`src/rtl/sync_fifo.sv`:
```
// sync_fifo: single-clock FIFO with registered read data and full/empty flags.
// Pointers carry one extra wrap bit so that full and empty can be told apart.
// Optional build macro FIFO_STATUS_EN adds the count, overflow and underflow outputs.
module sync_fifo #(
  parameter int FIFO_DEPTH = 8,
  parameter int DATA_WIDTH = 32
) (
  input  logic                          clk,
  input  logic                          rst,
  input  logic                          cs,
  input  logic                          wr_en,
  input  logic                          rd_en,
  input  logic [DATA_WIDTH-1:0]         data_in,
  output logic [DATA_WIDTH-1:0]         data_out,
  output logic                          empty,
  output logic                          full
`ifdef FIFO_STATUS_EN
  ,
  output logic [$clog2(FIFO_DEPTH):0]   count,
  output logic                          overflow,
  output logic                          underflow
`endif
);

  localparam int AW = $clog2(FIFO_DEPTH);
  localparam logic [AW:0] PTR_ONE = {{AW{1'b0}}, 1'b1};

  logic [DATA_WIDTH-1:0] mem [FIFO_DEPTH];
  logic [AW:0]           wr_ptr_reg;
  logic [AW:0]           rd_ptr_reg;
  logic                  wr_fire;
  logic                  rd_fire;

  // Flags come straight from the pre-edge pointers, so a write into a full FIFO
  // is blocked even when a read frees a slot on the same edge.
  assign empty   = (wr_ptr_reg == rd_ptr_reg);
  assign full    = (wr_ptr_reg[AW-1:0] == rd_ptr_reg[AW-1:0]) &&
                   (wr_ptr_reg[AW] != rd_ptr_reg[AW]);
  assign wr_fire = cs && wr_en && !full;
  assign rd_fire = cs && rd_en && !empty;

  // Storage array: write-only port, left unreset so it maps onto block RAM.
  always_ff @(posedge clk) begin
    if (rst && wr_fire) begin
      mem[wr_ptr_reg[AW-1:0]] <= data_in;
    end
  end

  // Registered read port: data_out changes only on an accepted read or reset.
  always_ff @(posedge clk) begin
    if (!rst) begin
      data_out <= '0;
    end else if (rd_fire) begin
      data_out <= mem[rd_ptr_reg[AW-1:0]];
    end
  end

  // Pointer advance; the wrap bit toggles naturally on the extra MSB.
  always_ff @(posedge clk) begin
    if (!rst) begin
      wr_ptr_reg <= '0;
      rd_ptr_reg <= '0;
    end else begin
      if (wr_fire) begin
        wr_ptr_reg <= wr_ptr_reg + PTR_ONE;
      end
      if (rd_fire) begin
        rd_ptr_reg <= rd_ptr_reg + PTR_ONE;
      end
    end
  end

`ifdef FIFO_STATUS_EN
  // Occupancy is the modular pointer difference, 0..FIFO_DEPTH.
  assign count = wr_ptr_reg - rd_ptr_reg;

  // Sticky error flags, cleared only by reset.
  always_ff @(posedge clk) begin
    if (!rst) begin
      overflow  <= 1'b0;
      underflow <= 1'b0;
    end else begin
      if (cs && wr_en && full) begin
        overflow <= 1'b1;
      end
      if (cs && rd_en && empty) begin
        underflow <= 1'b1;
      end
    end
  end
`endif

endmodule

```
`config.mk`:
```
export PLATFORM = sky130hd
export DESIGN_NAME = sync_fifo
export DESIGN_NICKNAME = d
export VERILOG_FILES = /design/src/rtl/sync_fifo.sv
export SDC_FILE = /design/constraint.sdc
export NUM_CORES = 1
export LEC_CHECK = 0
export BUFFER_PORTS_ARGS = -buffer_cell sky130_fd_sc_hd__buf_2
export CORE_ASPECT_RATIO = 1.25
export CORE_MARGIN = 1
export CORE_UTILIZATION = 40
export CTS_CLUSTER_DIAMETER = 60
export DETAILED_ROUTE_END_ITERATION = 10
export PLACE_DENSITY_LB_ADDON = 0.1
export SLEW_MARGIN = 20
export SYNTH_ARGS = -nofsm -noshare
export SYNTH_HDL_FRONTEND = slang
export SYNTH_SLANG_ARGS = --single-unit
```
`constraint.sdc`:
```
create_clock -name clk -period 7.4 [get_ports clk]
set_input_delay 0.74 -clock clk [delete_from_list [all_inputs] [get_ports clk]]
set_output_delay 0.74 -clock clk [all_outputs]
set_load 0.01 [all_outputs]
```
==> run metrics <==
Inserted Clock Buffers=31; final core occ=47.2%; normalized max-slew margin=34.5%; Post-synth EDFFs=256; Pins Over Slew Limit=0; VDD IR max=0.000176 V; ys flop type=edfxtp_1; Synth async-reset ratio=0%; top-area cell type share of the netlist area=68.6%; post-synthesis mux area share=16.1%; Commonest cells post-synth=edfxtp_1, mux4_2, dfxtp_1, mux2i_1, o21ai_0; final worst slack=3.79 ns; PortBufs=70; routed length per instance=21.4 µm; share of the yosys chip area belonging to registers=75.8%; Placeable Area=27600 µm²; Worst-Margin Slew=0.977 ns; WL final=21400 µm; Die Span X=152 µm; cell count after synthesis=545; Final Setup Violations=0; Pwr Density=273 nW/µm²; vias in the first global route=5667; worst clock skew=0.0179 ns; Arrival @ worst endpoint=3.81 ns; CP top delay family=simple AND/OR/NAND/NOR gates; pre-CTS setup slack=3.51 ns; Worst path depth=5; largest net degree at the start of global routing=70; part of the cycle the worst path needs=48.8%; Crit path required time=7.60 ns; Bufs and invs on worst path=1; initial core utilization=40.6%; # Post-CTS Setup Buffers=0; Fillers=2342; CP Capture Type=flop; number of synthesized register bits=296; Adder-Cell Fraction of Synth Area=0.223%; maxcap violations=0; setup TNS=0 ns; vias post-DR=5222; initial antenna violation count=1; GPL Wtd Cong=0.670; worst path cell trace=xnor2_2, a41oi_2, nand3_1, nor3_2, buf_4; # rows=68; R2R cell count=5; simple-gate share of the synthesized area=1.54%; Area contributors post-synth=edfxtp_1, mux4_2, dfxtp_1; post-CTS sizing=0; compound-gate portion of the synthesized area=3.24%; # IOs=71; XOR/XNOR Fraction of Synth Area=0.826%; Synth Net Count=584; outcome=finished with violations; total grt overflow=0; H-tree Lvls=1; CTS tree=built; leakage dissipation=4.20 nW; Synth cell types=26; synthesis-to-layout area growth=16.2%; root buffer cell=clkbuf_16; R2R Setup Slk=3.79 ns; DRC violations left=2; Worst Setup SP=rd_ptr_reg[0]$_SDFFE_PN0P_; FF-to-FF End=mem[4][28]$_DFFE_PP_; GRT Total Usage=15.8%; Die Area=28700 µm²; share of cells above drive strength 1=32.0%; CTS Hold Buffers Added=0; reg-to-reg startpoint=rd_ptr_reg[0]$_SDFFE_PN0P_; Vias per Instance=5.22; Die Y-Extent=189 µm; Area after DPL=12000 µm²; main combinational cell family by area after synthesis=multiplexers; CP Class=reg -> reg; Iter 0 DRT Violations=290; Synth area leader=edfxtp_1; CP max stage cell=dfxtp_4; dpl hpwl=11800 µm; critical-path maximum fanout=36; most frequent cell after synthesis=edfxtp_1; worst setup path endpoint=mem[4][28]$_DFFE_PP_; max FFs per register=256; Final Hold Viols=0; synth warn=0; clk sink count=296; failing checks=DRC; DRT antenna net count=0; Tmin final=3.61 ns; critical path launch point type=flop; mapped cell area=11200 µm²; Peak Freq=277 MHz; Initial DRT Pass Iterations=7; Worst path max stage delay=0.86 ns; RSZ-0062 raised after global routing=false; clk slew on worst S/H paths=0.06 ns; Post-Syn Area per Cell=20.6 µm²; Hold Path Class=in -> reg; nets@finish=664; Clock Latency Late Sink=0.56 ns; post-route cell area=13000 µm²; first-pass GRT wire length=33600 µm; clk buf depth=3
-- routing by layer --
metal	share of wire, %	track usage (%)	routed length [µm]
met2	51	27.4	11000
met4	1.8	3.92	380
met1	43	20.4	9180
met3	3.9	2.75	843
met5	0	0	0
-- through the flow --
stage	total power, W	std cells	hold slack [ns]
3_5_place_dp	0.00202	942	0.518
3_3_place_gp	0.00202	938	0.502
2_1_floorplan	0.00197	545	0.482
5_1_grt	0.00368	999	0.439
4_1_cts	0.00359	999	0.425
6_report	0.00355	1000	0.448
-- cells in the final DEF (no fill, tap or decap), types with 4 or more instances in the layout --
cell and count:
nand2b_1 6, bufinv_16 4, nor2_4 6, mux2i_1 36, clkbuf_1 6, a21oi_1 32
edfxtp_1 256, clkinv_1 4, clkinv_2 4, buf_2 70, buf_4 8, clkbuf_16 31
mux4_2 63, buf_16 4, nand2_1 12, xor2_1 4, dfxtp_1 37, o21ai_0 34
-- power breakdown --
group / internal, W / switching (W) / leakage, nW
Clock: 0.000934 / 0.000634 / 0.508
Sequential: 0.00183 / 0.0000171 / 2.63
Combinational: 0.0000600 / 0.0000751 / 1.06
Total: 0.00283 / 0.000726 / 4.20
-- worst min-delay path by stage --
stage / slack, ns / from / endpoint / depth (start not counted)
floorplan: 0.48 / rd_ptr_reg[3]$_SDFFE_PN0P_ / rd_ptr_reg[3]$_SDFFE_PN0P_ / 2
global placement: 0.50 / wr_ptr_reg[3]$_SDFFE_PN0P_ / wr_ptr_reg[3]$_SDFFE_PN0P_ / 2
detailed placement: 0.52 / wr_ptr_reg[3]$_SDFFE_PN0P_ / wr_ptr_reg[3]$_SDFFE_PN0P_ / 2
CTS: 0.42 / data_in[17] / mem[1][17]$_DFFE_PP_ / 1
global route: 0.44 / data_in[11] / mem[5][11]$_DFFE_PP_ / 1
finish: 0.45 / data_in[17] / mem[1][17]$_DFFE_PP_ / 1
-- layout make-up --
class / count / area [µm²] / area share, %
timing repair buffer: 82 / 520 / 4.00
tap: 350 / 438 / 3.36
multi-input combinational: 214 / 2520 / 19.4
clock inverter: 18 / 211 / 1.62
antenna: 1 / 2.50 / 0.0192
clock buffer: 39 / 826 / 6.34
sequential: 296 / 8500 / 65.3
-- kinds of logic after synthesis --
kind of cell | after synthesis
flip-flops | 296
multiplexers | 100
AO/OA/AOI/OAI | 68
AND/OR/NAND/NOR | 36
buffers and inverters | 35
XOR/XNOR | 8
adder cells (fa/ha/maj) | 2
-- worst register-to-register path, stage by stage (launching register included) --
cell and delay, ns:
dfxtp_4 0.86, xnor2_2 0.25, a41oi_2 0.40, nand3_1 0.37, nor3_2 0.86, buf_4 0.52
Note: power is estimated with default switching activity, not from simulation.
